<file path="config.mk">
export PLATFORM = sky130hd
export DESIGN_NAME = req_priority_encoder
export DESIGN_NICKNAME = d
export VERILOG_FILES = /design/src/rtl/req_priority_encoder.sv
export SDC_FILE = /design/constraint.sdc
export NUM_CORES = 1
export LEC_CHECK = 0
export CAP_MARGIN = 20
export CORE_AREA = 2 2 39 41
export DETAILED_ROUTE_END_ITERATION = 8
export DIE_AREA = 0 0 41 43
export GPL_TIMING_DRIVEN = 0
export PLACE_DENSITY = 0.57
export SETUP_SLACK_MARGIN = 0.1
export SYNTH_ARGS = -nofsm -noshare
export SYNTH_HDL_FRONTEND = slang
export SYNTH_SLANG_ARGS = --single-unit
</file>
<file path="constraint.sdc">
create_clock -name clk -period 1.7 [get_ports clk]
set_input_delay 0.34 -clock clk [delete_from_list [all_inputs] [get_ports clk]]
set_output_delay 0.34 -clock clk [all_outputs]
set_load 0.01 [all_outputs]
</file>
<file path="src/rtl/req_priority_encoder.sv">
// Captures a request vector and issues one 2-bit code per valid/ready handshake, highest index first.
// First code one cycle after the load edge; code_out holds while code_ready is low; en=0 freezes everything.
module req_priority_encoder #(
  parameter int N = 4,
  parameter int W = 2
) (
  input  logic         clk,
  input  logic         rst,
  input  logic         en,
  input  logic [N-1:0] req_in,
  input  logic         req_load,
  output logic         busy,
  output logic [W-1:0] code_out,
  output logic         code_valid,
  input  logic         code_ready,
  output logic         none,
  output logic         overflow
);

  typedef enum logic {IDLE, SERVE} state_t;

  state_t       state;
  logic [N-1:0] pending;
  logic [N-1:0] top_onehot;
  logic [N-1:0] pending_nxt;

  // Later (higher) indices overwrite earlier ones, giving fixed priority 3>2>1>0.
  always_comb begin
    code_out   = '0;
    top_onehot = '0;
    for (int i = 0; i < N; i++) begin
      if (pending[i]) begin
        code_out      = W'(i);
        top_onehot    = '0;
        top_onehot[i] = 1'b1;
      end
    end
  end

  assign pending_nxt = pending & ~top_onehot;
  assign busy        = (state == SERVE);
  assign code_valid  = en && (state == SERVE);

  always_ff @(posedge clk) begin
    if (rst) begin
      state    <= IDLE;
      pending  <= '0;
      none     <= 1'b0;
      overflow <= 1'b0;
    end else begin
      none     <= 1'b0;
      overflow <= 1'b0;
      if (en) begin
        case (state)
          IDLE: begin
            if (req_load) begin
              if (|req_in) begin
                pending <= req_in;
                state   <= SERVE;
              end else begin
                none <= 1'b1;
              end
            end
          end
          SERVE: begin
            // A load while serving is dropped, even on the final handshake.
            if (req_load) overflow <= 1'b1;
            if (code_ready) begin
              pending <= pending_nxt;
              if (pending_nxt == '0) state <= IDLE;
            end
          end
          default: state <= IDLE;
        endcase
      end
    end
  end

endmodule

</file>
; ---- Yosys cells after proc, flatten, opt, wreduce, memory -nomap -nowiden
; Index checks and enable logic that the tools add are counted.
[word_totals]
out_inout_bits = 6
word_cells = 36
register_bits = 7
[classes]
eq_ne = 3
n_reduce_logical = 6
bitwise_logic = 5
mux = 18
[op_table]
columns = operator, count
row1 = $mux 4, 5
row2 = $mux 1, 8
row3 = $pmux 4 s2, 1
row4 = $reduce_or 4->1, 2
row5 = $mux 2, 3
row6 = $ne 2x2->1 const B, 3
row7 = $and 4x4->4, 1
row8 = $logic_not 4->1, 1
row9 = $not 4->4, 1
row10 = $reduce_and 4->1, 1
row11 = $not 1->1, 3
row12 = $reduce_or 3->1, 1
row13 = $pmux 1 s2, 1
row14 = $logic_and 1x1->1, 1

; ---- Depth between registers and ports, before layout
; Gate-level depths: netlist of the first run.
[depth]
ltp_word = 10
mapped_depth = 4
mapped_depth_nobuf = 3

; ---- Worst setup path before layout of the first run
; No wires, ideal clock.
[synth_timing]
path_type = register -> register
startpoint = register state (netlist: busy)
endpoint = register pending[0]
synth_period_minus_slack_ns = 1.364
t_arrival_ns = 1.243
stages_incl_launch_ff = 5
path_slack_ns = 0.336
t_required_ns = 1.579
path_cell_list = dfxtp_1 buf_6 mux2i_1 a211o_4 mux2_4
[synth_between]
elab_chain_cells = 3
word_cells_on_any_way = 6
classes_between = eq/ne (3) / mux (1) / bitwise (1) / reduce/logical (1)
[synth_lines]
columns = element, line
row1 = "start, declared", 22  ; state_t state;
row2 = "start signal, assigned", 46  ; state <= IDLE;
row3 = "start signal, assigned", 59  ; state <= SERVE;
row4 = "start signal, assigned", 70  ; if (pending_nxt == '0) state <= IDLE;
row5 = $not 1->1 (no source line), --
row6 = $ne 2x2->1 (no source line), --
row7 = $reduce_and 4->1 (no source line), --
row8 = "end signal, assigned", 58  ; pending <= req_in;
row9 = "end signal, assigned", 69  ; pending <= pending_nxt;
row10 = "end, declared", 23  ; logic [N-1:0] pending;
; Parallel ways exist; a longest one is shown, timed or not.
; A chain may end at the register's enable or synchronous reset.

; ---- Final worst setup path of the first run
[layout_timing]
startpoint = register state (netlist: busy)
endpoint = output code_valid
[layout_between]
elab_chain_cells = 1
[layout_lines]
columns = element, line
row1 = $logic_and 1x1->1, 42  ; assign code_valid = en && (state == SERVE);
row2 = "end, declared", 14  ; output logic code_valid,
; No other way between the ends.

==> results of run 1 <==
[worst register-to-register path, delay by kind of cell (launching register included)]
family	cells	cell delay, ns
compound gates	1	0.35
mux	2	0.40
flops	1	0.36
buf+inv	1	0.15
[cell usage after synthesis, drive strengths merged]
library cell and number:
a211o 1, a21o 1, a21oi 3, a31o 1, and3 1, buf 1
clkbuf 1, dfxtp 7, inv 4, maj3 1, mux2 3, mux2i 2
nand2 4, nand2b 2, nand3 1, nand3b 1, nor2 4, nor2b 2
nor3 2, nor3b 1, nor4b 1, o211ai 1, o311a 1, or2 1
[metrics by stage]
step	cell area [µm²]	setup WS [ns]	hold WS, ns	utilization	total power, W
after floorplan	422	0.336	0.486	-	0.000238
after global placement	572	-0.186	0.597	0.413	0.000282
after detailed placement	572	-0.190	0.599	0.413	0.000281
after CTS	597	0.0777	0.556	0.431	0.000440
after global routing	599	0.111	0.463	0.433	0.000468
final	599	0.185	0.432	0.433	0.000436
[layout make-up]
type	instances	share of cell area
inverters	4	0.0251
repair buffers	13	0.215
flip-flops and latches	7	0.238
multi-input cells	34	0.420
clock buffers	4	0.0438
plain buffers	2	0.0251
well taps	16	0.0334
[state kept, by name, summed over array words and instances (netlist names)]
name and count:
none 1, busy 1, pending 4, overflow 1
[per-layer routing]
layer | global-route usage | vias up
met4 | 0.100 | 0
li1 | - | 195
met5 | 0 | -
met1 | 0.158 | 164
met3 | 0.0942 | 4
met2 | 0.178 | 11
[power by group]
group          internal [W]  switching, W  leakage (nW)
Sequential         0.000172    0.00000865        0.0579
Clock             0.0000902     0.0000713        0.0150
Combinational     0.0000547     0.0000383         0.200
[worst max-delay path by stage]
stage	from	to	slack, ns	cells past startpoint
floorplan	busy$_SDFFE_PP0P_	pending[0]$_SDFFE_PP0P_	0.34	4
global placement	en	code_valid	-0.19	4
detailed placement	en	code_valid	-0.19	4
CTS	en	code_valid	0.08	4
global route	busy$_SDFFE_PP0P_	code_valid	0.11	4
finish	busy$_SDFFE_PP0P_	code_valid	0.19	4
[cells by family (layout without fill, tap and decap cells)]
group / Yosys count / after routing / synth area share
AOI/OAI and AO/OA: 8 / 8 / 0.157
adders and majority gates: 1 / 1 / 0.0267
buffers and inverters: 6 / 23 / 0.0712
DFF: 7 / 7 / 0.332
muxes: 5 / 5 / 0.154
and+or+nand+nor: 20 / 20 / 0.258
[what timing repair did]
| item | CTS | global route |
|---|---|---|
| setup endpoints to repair | 3 | 1 |
| resized for setup | 5 | 1 |
| buffers inserted | 0 | 0 |
==> impl_metrics.py, run 1 <==
metrics = {
    "outcome": {
        "status": "finished clean",
    },
    "detailed_routing": {
        "vias_per_cell": 4.68,
        "num_vias": 374,
        "drc": 0,
        "final_antenna_net_count": 0,
        "drt_iter0_markers": 8,
        "highest_layer": "met4",
        "dr_wl_met3_um": 70,
        "wirelength_um": 920,
        "wl_per_cell_um": 11.5,
        "wl_met1_um": 425,
        "met2_wirelength_um": 399,
        "drtPass1Iterations": 2,
    },
    "timing": {
        "skew_ns": 0.00652,
        "drv_slew": 0,
        "rsz0062_at_grt": "no",
        "max_freq_ghz": 0.660,
        "relSlewSlack": 0.739,
        "fin_crit_sh": 0.891,
        "hold_violations": 0,
        "tns_ns": 0,
        "setup_violations": 0,
        "period_needed_ns": 1.51,
        "worst_slew_pin_slew_ns": 0.392,
    },
    "setup_path": {
        "path_cells": "buf_6, nand2_1, inv_1, dlygate4sd2_1",
        "timing.rr.end": "pending[0]$_SDFFE_PP0P_",
        "slowest_stage": "dfxtp_1",
        "r2r_slack_ns": 0.32,
        "crit_family": "buffers and inverters",
        "cp-end-kind": "output pin",
        "cpPeakStageDelay_ns": 0.36,
        "crit_required_ns": 1.36,
        "crit_path_max_fanout": 10,
        "path_buf_inv": 3,
        "rr_worst_depth": 4,
        "r2r_start": "busy$_SDFFE_PP0P_",
        "arrival_ns": 1.17,
        "cp-start-kind": "register",
        "critPathKind": "reg2out",
    },
    "layout": {
        "area_delta_synth_final_pct": 42.1,
        "stdcell_count": 80,
        "n_fill_cell": 149,
        "fin_nets": 74,
        "diodes": 0,
        "most-common-layout-cells": "clkdlybuf4s50_1 (9), dfxtp_1 (5), nand2_1 (4), inv_1 (4), nor2_1 (4)",
        "drive_above_1_share": 0.188,
        "multi_input_area_um2": 251,
        "final_common_cell": "clkdlybuf4s50_1",
        "seq_area_um2": 143,
    },
    "cts": {
        "h-tree-depth": 1,
        "cts_buffer_depth": 2,
        "numCtsBuffers": 3,
        "clock_latency_ns": 0.26,
        "clk_pin_slew_worst_paths_ns": 0.06,
        "postCtsHoldBufs": 0,
        "root_buffer": "clkbuf_4",
        "cts_sinks": 7,
        "cts_tree": "built",
    },
    "synth": {
        "yosys.cell_types.count": 24,
        "syn_area_um2": 422,
        "netlist.area_leader.share": 0.332,
        "yosysSeqAreaShare": 0.332,
        "syn_nets": 56,
        "ys_ff_latch": 7,
        "yosys.area.top_type": "dfxtp_1",
        "synth_cells": 47,
        "synth_warnings": 0,
        "netlist_top_cells_area": "dfxtp_1 (33%), mux2_4 (11%), mux2i_1 (4.7%), a211o_4 (4.2%), a21oi_1 (3.6%)",
        "syn_area_per_cell_um2": 8.97,
    },
    "grt": {
        "grt_pass1_vias": 343,
        "track_usage": 0.140,
        "gr-total-overflow": 0,
        "grt_pass1_wl_um": 1490,
        "antenna_found_initial": 0,
        "grt_max_degree": 11,
    },
    "floorplanning": {
        "num_io_pins": 15,
        "die_height_um": 43,
        "core_um2": 1380,
        "die_w_um": 41,
        "num_rows": 14,
        "start_util": 0.305,
        "die-area_um2": 1760,
    },
    "flow_run": {
        "cap_violations": 0,
    },
    "hold_path": {
        "min_path_type": "in2reg",
        "hold_depth": 3,
        "min_from": "en",
        "holdPathEnd": "none$_SDFF_PP0_",
    },
    "power_and_ir_drop": {
        "leakage_nw": 0.272,
        "power_density_nw_per_um2": 727,
        "worst_ir_drop_vdd_mv": 0.381,
    },
    "place": {
        "io_buffers": 13,
        "dp.cells": 76,
        "dpl.hpwl_um": 642,
        "gp_congestion": 0.779,
    },
}
No activity file was read; power rests on OpenSTA's default activity.
==> run 2, diff against run 1 <==
--- a/config.mk
+++ b/config.mk
@@ -5,13 +5,13 @@
 export SDC_FILE = /design/constraint.sdc
 export NUM_CORES = 1
 export LEC_CHECK = 0
+export ABC_CLOCK_PERIOD_IN_PS = 1700
 export CAP_MARGIN = 20
 export CORE_AREA = 2 2 39 41
 export DETAILED_ROUTE_END_ITERATION = 8
 export DIE_AREA = 0 0 41 43
 export GPL_TIMING_DRIVEN = 0
 export PLACE_DENSITY = 0.57
-export SETUP_SLACK_MARGIN = 0.1
 export SYNTH_ARGS = -nofsm -noshare
 export SYNTH_HDL_FRONTEND = slang
 export SYNTH_SLANG_ARGS = --single-unit
==> run 2 against run 1 <==
Global-route usage did not move; count of clock-buffer cells in the layout did not move; via count rose by 1.3%; core utilization rose by 0.36 points; register-to-register slack barely moved; critical path depth did not move.
==> impl_metrics.py, run 2 (synthesis gave the netlist of run 1 again) <==
metrics = {
    "outcome": {
        "status": "finished clean",
    },
    "place": {
        "dpl.hpwl_um": 642,
        "dp.cells": 76,
        "dp_slack_ns": -0.190,
        "place_area_um2": 572,
        "io_buffers": 13,
        "gp_congestion": 0.779,
    },
    "layout": {
        "n_fill_cell": 147,
        "stdcell_count": 80,
        "fin_nets": 74,
        "fin_area_um2": 604,
        "diodes": 0,
        "final_common_cell": "clkdlybuf4s50_1",
        "drive_above_1_share": 0.188,
        "most-common-layout-cells": "clkdlybuf4s50_1 (10), dfxtp_1 (5), nand2_1 (4), inv_1 (4), nor2_1 (4)",
        "final_util": 0.437,
        "area_delta_synth_final_pct": 43.3,
        "largest_register_ffs": 4,
        "regMostFlops": "pending",
    },
    "timing": {
        "setup_violations": 0,
        "relSlewSlack": 0.743,
        "tns_ns": 0,
        "fin_crit_sh": 0.953,
        "drv_slew": 0,
        "skew_ns": 0.00712,
        "period_needed_ns": 1.62,
        "rsz0062_at_grt": "no",
        "worst_slew_pin_slew_ns": 0.386,
        "worst_slack_ns": 0.0805,
        "max_freq_ghz": 0.617,
        "hold_violations": 0,
    },
    "grt": {
        "track_usage": 0.140,
        "antenna_found_initial": 0,
        "grt_pass1_wl_um": 1490,
        "grt_pass1_vias": 343,
        "gr-total-overflow": 0,
        "grt_max_degree": 11,
    },
    "flow_run": {
        "cap_violations": 0,
    },
    "setup_path": {
        "cp-start-kind": "primary input",
        "critPathKind": "in2out",
        "worst-path-stages": 4,
        "path_buf_inv": 3,
        "crit_path_max_fanout": 4,
        "cpPeakStageDelay_ns": 0.52,
        "r2r_slack_ns": 0.32,
        "path_cells": "clkdlybuf4s50_1, nand2_1, inv_1, dlygate4sd2_1",
        "r2r_start": "busy$_SDFFE_PP0P_",
        "crit_family": "buffers and inverters",
        "slowest_stage": "clkdlybuf4s50_1",
        "cp-end-kind": "output pin",
        "crit_required_ns": 1.36,
        "rr_worst_depth": 4,
        "timing.rr.end": "pending[0]$_SDFFE_PP0P_",
        "arrival_ns": 1.28,
    },
    "detailed_routing": {
        "drc": 0,
        "drtPass1Iterations": 4,
        "final_antenna_net_count": 0,
        "drt_iter0_markers": 8,
        "wirelength_um": 921,
        "vias_per_cell": 4.74,
        "wl_per_cell_um": 11.5,
        "num_vias": 379,
    },
    "cts": {
        "cts_tree": "built",
        "postCtsHoldBufs": 0,
        "clk_pin_slew_worst_paths_ns": 0.05,
        "cts_sinks": 7,
        "clock_latency_ns": 0.26,
        "root_buffer": "clkbuf_4",
        "post_cts_buffers": 0,
        "h-tree-depth": 1,
        "numCtsBuffers": 3,
        "cts_buffer_depth": 2,
    },
    "floorplanning": {
        "start_util": 0.305,
        "die_w_um": 41,
        "num_io_pins": 15,
        "num_rows": 14,
        "core_um2": 1380,
        "die_height_um": 43,
        "die-area_um2": 1760,
    },
    "hold_path": {
        "hold_depth": 1,
        "min_from": "pending[3]$_SDFFE_PP0P_",
        "holdPathEnd": "pending[3]$_SDFFE_PP0P_",
        "min_path_type": "reg2reg",
    },
    "power_and_ir_drop": {
        "leakage_nw": 0.287,
        "power_density_nw_per_um2": 725,
        "worst_ir_drop_vdd_mv": 0.381,
    },
}
[run 2: changes by cell type in the layout (fill, tap and decap cells not counted)]
| cell | before | now |
|---|---|---|
| dlygate4sd2_1 | 3 | 1 |
| clkdlybuf4s50_1 | 9 | 10 |
| dlymetal6s2s_1 | 1 | 2 |
[run 2: layout make-up]
cell class / instances / area, µm² / share of cell area
buffer: 2 / 15.0 / 0.0248
clock buffer: 4 / 26.3 / 0.0435
inverter: 4 / 15.0 / 0.0248
multi-input combinational: 34 / 251 / 0.416
sequential: 7 / 143 / 0.236
tap: 16 / 20.0 / 0.0331
timing repair buffer: 13 / 134 / 0.222
[run 2: layer usage]
metal,GRT usage,wire [µm],up-vias
li1,-,-,197
met1,0.158,422,165
met2,0.178,400,13
met3,0.0942,72,4
met4,0.100,25,0
met5,0,0,-
[run 2: worst register-to-register path, cell delays in order, from the launching register on]
cell and delay (ns):
dfxtp_1 0.36, buf_6 0.15, mux2i_1 0.09, a211o_4 0.35, mux2_4 0.31
[run 2: power by group]
group	total, W	switching, W	internal, W
logic	0.0000953	0.0000383	0.0000570
clock network	0.000162	0.0000714	0.0000902
registers	0.000181	0.00000872	0.000172
[run 2: timing repair]
action	4_1_cts	5_1_grt
pin swaps	0	0
endpoints found under the setup margin	3	2
gates resized for setup	3	2
[run 2: through the flow]
step	hold slack [ns]	total power (W)
finish	0.564	0.000438
global route	0.598	0.000470
global placement	0.597	0.000282
CTS	0.556	0.000443
floorplan	0.486	0.000238
detailed placement	0.599	0.000281
[run 2: worst max-delay path by stage]
stage / startpoint / endpoint
2_1_floorplan: busy$_SDFFE_PP0P_ / pending[0]$_SDFFE_PP0P_
4_1_cts: pending[2]$_SDFFE_PP0P_ / code_out[0]
3_3_place_gp: en / code_valid
5_1_grt: en / code_valid
3_5_place_dp: en / code_valid
6_report: en / code_valid
